File: src/rtl/regfile_if.sv
// Register-file bus: one write port (write-back) and two read ports (operand fetch).
interface regfile_if #(
  parameter int unsigned DATA_WIDTH = 32,
  parameter int unsigned ADDR_WIDTH = 5
);
  logic                  write_enable;
  logic [ADDR_WIDTH-1:0] write_address;
  logic [DATA_WIDTH-1:0] write_data;
  logic                  read1_enable;
  logic [ADDR_WIDTH-1:0] read1_address;
  logic [DATA_WIDTH-1:0] read1_data;
  logic                  read2_enable;
  logic [ADDR_WIDTH-1:0] read2_address;
  logic [DATA_WIDTH-1:0] read2_data;

  // Pipeline side: drives writes and read requests, consumes operands.
  modport master (
    output write_enable, write_address, write_data,
    output read1_enable, read1_address, read2_enable, read2_address,
    input  read1_data, read2_data
  );

  // Register file side.
  modport slave (
    input  write_enable, write_address, write_data,
    input  read1_enable, read1_address, read2_enable, read2_address,
    output read1_data, read2_data
  );
endinterface

File: src/rtl/regfile.sv
// MIPS general-purpose register file: 32 x 32-bit, $0 hardwired to zero,
// synchronous write, two combinational read ports with same-cycle write bypass.
module regfile #(
  parameter int unsigned DATA_WIDTH = 32,
  parameter int unsigned ADDR_WIDTH = 5,
  parameter int unsigned REG_COUNT  = 32
) (
  input logic       clock,
  input logic       reset,
  regfile_if.slave  bus
);

  logic [DATA_WIDTH-1:0] regs [REG_COUNT];

  // Clear on reset; otherwise commit write-back, dropping writes to $0.
  always_ff @(posedge clock) begin
    if (reset) begin
      for (int i = 0; i < int'(REG_COUNT); i++) begin
        regs[i] <= '0;
      end
    end else if (bus.write_enable && (bus.write_address != '0)) begin
      regs[bus.write_address] <= bus.write_data;
    end
  end

  // Port 1 operand: reset, disable and $0 force zero; a matching write is bypassed.
  always_comb begin
    bus.read1_data = '0;
    if (reset || !bus.read1_enable || (bus.read1_address == '0)) begin
      bus.read1_data = '0;
    end else if (bus.write_enable && (bus.write_address == bus.read1_address)) begin
      bus.read1_data = bus.write_data;
    end else begin
      bus.read1_data = regs[bus.read1_address];
    end
  end

  // Port 2 operand: identical and independent of port 1.
  always_comb begin
    bus.read2_data = '0;
    if (reset || !bus.read2_enable || (bus.read2_address == '0)) begin
      bus.read2_data = '0;
    end else if (bus.write_enable && (bus.write_address == bus.read2_address)) begin
      bus.read2_data = bus.write_data;
    end else begin
      bus.read2_data = regs[bus.read2_address];
    end
  end

endmodule

File: src/flat_wrapper.sv
// flat-port wrapper written by rule: the top's interface ports become plain ports
module regfile_flat 
#(
  parameter int unsigned DATA_WIDTH = 32,
  parameter int unsigned ADDR_WIDTH = 5,
  parameter int unsigned REG_COUNT  = 32
)
  (clock, reset, bus_write_enable, bus_write_address, bus_write_data, bus_read1_enable, bus_read1_address, bus_read2_enable, bus_read2_address, bus_read1_data, bus_read2_data);
  regfile_if #(.DATA_WIDTH(DATA_WIDTH), .ADDR_WIDTH(ADDR_WIDTH)) bus_i ();
  input logic clock;
  input logic reset;
  input wire logic [$bits(bus_i.write_enable)-1:0] bus_write_enable;
  input wire logic [$bits(bus_i.write_address)-1:0] bus_write_address;
  input wire logic [$bits(bus_i.write_data)-1:0] bus_write_data;
  input wire logic [$bits(bus_i.read1_enable)-1:0] bus_read1_enable;
  input wire logic [$bits(bus_i.read1_address)-1:0] bus_read1_address;
  input wire logic [$bits(bus_i.read2_enable)-1:0] bus_read2_enable;
  input wire logic [$bits(bus_i.read2_address)-1:0] bus_read2_address;
  output wire logic [$bits(bus_i.read1_data)-1:0] bus_read1_data;
  output wire logic [$bits(bus_i.read2_data)-1:0] bus_read2_data;
  assign bus_i.write_enable = bus_write_enable;
  assign bus_i.write_address = bus_write_address;
  assign bus_i.write_data = bus_write_data;
  assign bus_i.read1_enable = bus_read1_enable;
  assign bus_i.read1_address = bus_read1_address;
  assign bus_i.read2_enable = bus_read2_enable;
  assign bus_i.read2_address = bus_read2_address;
  assign bus_read1_data = bus_i.read1_data;
  assign bus_read2_data = bus_i.read2_data;
  regfile #(.DATA_WIDTH(DATA_WIDTH), .ADDR_WIDTH(ADDR_WIDTH), .REG_COUNT(REG_COUNT)) u_core (.clock(clock), .reset(reset), .bus(bus_i));
endmodule
File: config.mk
export PLATFORM = sky130hd
export DESIGN_NAME = regfile_flat
export DESIGN_NICKNAME = d
export VERILOG_FILES = /design/src/rtl/regfile_if.sv /design/src/rtl/regfile.sv /design/src/flat_wrapper.sv
export SDC_FILE = /design/constraint.sdc
export NUM_CORES = 2
export LEC_CHECK = 0
export ABC_AREA = 0
export CORE_UTILIZATION = 52
export DETAILED_ROUTE_END_ITERATION = 8
export PLACE_DENSITY = 0.8
export SETUP_SLACK_MARGIN = 0.5
export SLEW_MARGIN = 5
export SYNTH_ARGS = -nofsm -noshare
export SYNTH_HDL_FRONTEND = slang
export SYNTH_SLANG_ARGS = --single-unit
File: constraint.sdc
create_clock -name clock -period 5.51 [get_ports clock]
set_input_delay 0.8265 -clock clock [delete_from_list [all_inputs] [get_ports clock]]
set_output_delay 0.8265 -clock clock [all_outputs]
set_load 0.02 [all_outputs]
; ---- Word-level counts from Yosys, hierarchy flattened
; Memory sizes are Yosys's and may differ from the RTL's.
; Index checks and enable logic that the tools add are counted.
; Widths: inputs -> output; s select.
[word_totals]
ff_bits = 0
latchBits = 0
ramBits = 1024
romBits = 0
inputBits = 52
output_inout_bits = 64
n_memories = 1
[classes]
addsub = 0
mul = 0
n_div = 0
n_lt_le_gt_ge = 0
eq_ne = 2
shift = 0
muxes = 12
bitwise = 0
n_reduce_logical = 13
[mem_list]
columns = name, words, word_bits, rd, rd_clocked_by_memory_dff, write_ports, line
row1 = u_core.regs, 32, 32, 2, 0, 32, regfile.sv:13  ; logic [DATA_WIDTH-1:0] regs [REG_COUNT];
[op_table]
columns = op, count
row1 = $mux 32, 5
row2 = $reduce_or 32->1, 1
row3 = $eq 5x5->1, 2
row4 = $logic_not 5->1, 2
row5 = $mux 1, 6
row6 = $mux 5, 1
row7 = $reduce_bool 5->1, 1
row8 = $logic_or 1x1->1, 4
row9 = $logic_and 1x1->1, 3
row10 = $logic_not 1->1, 2

; ---- Logic depth before layout (Yosys ltp)
[depth]
word_depth = 7
depth_mapped = 9

; ---- Worst setup path after synthesis
; OpenSTA, ideal clock, no wires.
[synth_path]
kind = input port to flip-flop
startpoint = input bus_write_address[2]
endpoint = memory u_core.regs[12][0] (enable)
arrival_ns = 3.951
required_ns = 5.044
slack_ns = 1.093
stages = 6
path_cell_list = buf_2 -> or3_1 -> clkbuf_1 -> nand3b_1 -> buf_2 -> o21ai_0
[synth_rtl]
columns = element, line
row1 = start: declaration, flat_wrapper.sv:13  ; input wire logic [$bits(bus_i.write_address)-1:0] bus_write_address;
row2 = end: declaration, regfile.sv:13

; ---- Worst setup path in the final report
[layout_path]
startpoint = input bus_read2_address[1]
endpoint = output bus_read2_data[9]
[layout_via]
elab_chain_len = 4
[layout_rtl]
columns = element, line
row1 = start: declaration, flat_wrapper.sv:18  ; input wire logic [$bits(bus_i.read2_address)-1:0] bus_read2_address;
row2 = "parallel branches: the longest is 3 deep, another holds $mem_v2 32x32", --
row3 = $mux 32 (*), regfile.sv:41  ; if (reset || !bus.read2_enable || (bus.read2_address == '0)) begin
row4 = end: declaration, flat_wrapper.sv:20  ; output wire logic [$bits(bus_i.read2_data)-1:0] bus_read2_data;
; Mark *: on every way between the ends.

==> key figures <==
Flow run
  – Count of maximum capacitance violations: 0

Yosys
  – Post-synthesis instance area: 55200 µm²
  – Netlist cell types: 46
  – Number of enable flip-flop cells after synthesis: 1024
  – Yosys reg bits: 1024
  – Proportion of synthesized chip area in sequential cells: 55.7%
  – Post-synth ARST share: 0%
  – Yosys top cell by area: edfxtp_1
  – Warnings, synthesis: 0
  – Most area-consuming cells after synthesis: edfxtp_1, mux4_2, and2_1, mux2i_1, clkbuf_1
  – Most used DFF post-synth: edfxtp_1
  – Mapped Cells: 3742
  – Top cell type's share of synthesized area: 55.7%
  – Synth Area per Inst: 14.8 µm²

Timing
  – Setup repair after global routing missed its margin: no
  – Portion of the clock cycle consumed by the worst path in the final layout: 89.2%
  – Transition at the pin with the smallest max-transition slack: 1.43 ns
  – Hold Vio Cnt, Final: 0
  – Total setup violations reported at the end of the flow: 0
  – Min cycle time layout: 4.91 ns
  – Pins Over Slew Limit: 0
  – Fin Setup TNS: 0 ns
  – Worst setup slack after layout: 0.596 ns
  – Achievable clock frequency: 203 MHz
  – Rel. slew slack: 4.60%

CTS
  – Clock root buffer: clkbuf_16
  – Maximum buffer depth of the clock tree: 3
  – Total clock sinks: 1024
  – Total clock buffers created by CTS: 105
  – Worst-path clk slew: 0.06 ns
  – Hold Buf Count CTS: 0
  – Setup fix buffers added after clock tree synthesis: 0
  – TritonCTS clock tree: done
  – Post-cts repair resize count: 0
  – H-Tree Level Count: 3

Routing
  – Final routed wirelength across all metal layers: 183000 µm
  – Per-cell via count in the routed design: 7.11
  – Number of antenna-violating nets in the routed design: 0
  – Vias after detailed routing: 37282
  – Drt wl/cell: 34.9 µm
  – Number of iterations in the first detailed-routing pass: 8
  – Total DRC errors in the routed layout: 0
  – Number of design-rule violations left by the first detailed-router iteration: 6266

GRT
  – Largest net degree at the start of global routing: 80
  – Initial antenna violation count: 16
  – Wire length of the first global-routing pass: 259000 µm
  – Number of global-route vias before repair: 36451
  – Grt total ovfl: 0
  – Aggregate global-route resource usage: 33.9%

Floorplanning
  – Die Area: 107000 µm²
  – Overall die width: 328 µm
  – Overall die height: 328 µm
  – Io pins: 116
  – Area of the core: 105000 µm²
  – Initial core utilization: 52.5%
  – FP Rows: 119

Pwr
  – Cell area power density: 300 nW/µm²
  – Cell leakage power: 21.5 nW
  – Largest voltage drop on the vdd net: 320 µV

Finish
  – Largest registers: u_core.regs: 1024 flops
  – Register with the most flip-flops: u_core.regs
  – Fill cell total of the finished layout: 7639
  – Register area: 30700 µm²
  – Footprint of the multi-input gates: 23300 µm²
  – Share of layout cells above drive strength 1: 22.6%
  – Net count, final: 3813
  – Finished Layout Cells: 5242
  – Flip-flop count of the largest register after layout: 1024
  – Layout area overhead: 12.5%

Worst hold path
  – Worst hold path class: input port to flop

Setup path
  – Highest-delay cell along the critical path: clkdlybuf4s50_1
  – Critical Path Start Type: input port
  – Path type of the worst setup path: input port to output pin
  – CP max stage delay: 0.65 ns
  – Req. time, crit path: 4.68 ns
  – Largest driver fanout on the critical path: 62
  – Type of destination of the critical path: output pin
  – Critical path cell sequence: buf_8, buf_12, nand3b_1, o221ai_1, nor2_1, a21boi_0, a32o_1, clkdlybuf4s50_1
  – Arrival time at the worst endpoint: 4.09 ns

Place
  – Placed cells: 5045
  – Final Wtd Congestion: 0.918
  – DP Wirelength: 112000 µm
  – Worst setup slack before clock tree synthesis: 0.761 ns
  – IO buf count: 115

Status
  – Outcome: complete, no violations
-- cells by family (layout without fill, tap and decap cells) --
group | after synthesis | in the layout | synth area share (%)
AOI/OAI and AO/OA | 424 | 424 | 5.43
xor gates and xnor gates | 10 | 10 | 0.159
buffers and inverters | 415 | 488 | 3.32
DFF | 1024 | 1024 | 55.7
muxes | 675 | 675 | 22.2
other | 1 | 37 | 0.00679
and+or+nand+nor | 1193 | 1193 | 13.2
-- area by class of cell --
cell class | instances | area share [%]
antenna | 5 | 0.0201
multi-input combinational | 2334 | 37.5
clock buffer | 129 | 4.44
inverter | 3 | 0.0181
sequential | 1024 | 49.5
tap | 1391 | 2.80
timing repair buffer | 293 | 4.86
clock inverter | 63 | 0.866
-- power breakdown --
part,switching [mW],leakage (nW),internal [mW]
Clock,3.11,1.60,3.92
Sequential,0.229,9.75,9.00
Combinational,1.39,10.1,0.981
-- worst max-delay path, delay by kind of cell --
family | cells | cell delay [ns]
buffers and inverters | 3 | 1.49
AO/OA/AOI/OAI | 3 | 0.94
AND/OR/NAND/NOR | 2 | 0.70
-- through the flow --
| stage | utilization [%] | hold WS [ns] | instance area [µm²] | power, mW |
|---|---|---|---|---|
| 4_1_cts | 59.0 | 0.866 | 62100 | 18.5 |
| 6_report | 59.0 | 0.905 | 62100 | 18.6 |
| 5_1_grt | 59.0 | 0.896 | 62100 | 19.0 |
| 3_3_place_gp | 55.9 | 1.57 | 58800 | 11.6 |
| 2_1_floorplan | - | 1.02 | 55300 | 10.7 |
| 3_5_place_dp | 55.9 | 1.58 | 58800 | 11.7 |
-- layer usage --
metal	routed length (µm)	global-route usage, %
met5	109	0
met4	11200	16.8
met3	31700	13.0
met2	79500	50.3
met1	60300	43.8
-- cells in the mapped netlist (all sizes together), types with 2 or more instances --
master and n:
clkbuf 284, nand2 30, nand3 2, a21boi 5, or3b 4, nor2b 64
nand2b 4, o21bai 5, or3 3, mux4 440, buf 128, nand4 2
a32o 22, a21oi 88, a22o 12, o22ai 42, mux2i 235, a221o 30
o221ai 32, xor2 4, and2 1025, nor3 6, xnor2 6, edfxtp 1024
a211oi 87, nor2 44, o21ai 45, a22oi 50, nand3b 6, inv 3
-- cell usage in the layout, fill, tap and decap left out, types with 42 or more instances in the layout --
cell / n
and2_1: 1024
edfxtp_1: 1024
mux4_2: 440
mux2i_1: 235
buf_4: 158
clkbuf_16: 107
a21oi_1: 88
a211oi_1: 86
clkdlybuf4s50_1: 81
nor2b_1: 62
a22oi_1: 50
buf_12: 47
o22ai_1: 42
-- final timing paths --
kind	start	to	slack, ns	depth (start not counted)
min	reset	u_core.regs[0][23]	0.91	2
max	bus_read2_address[1]	bus_read2_data[9]	0.60	8
Power figures use the tool's default switching activity.
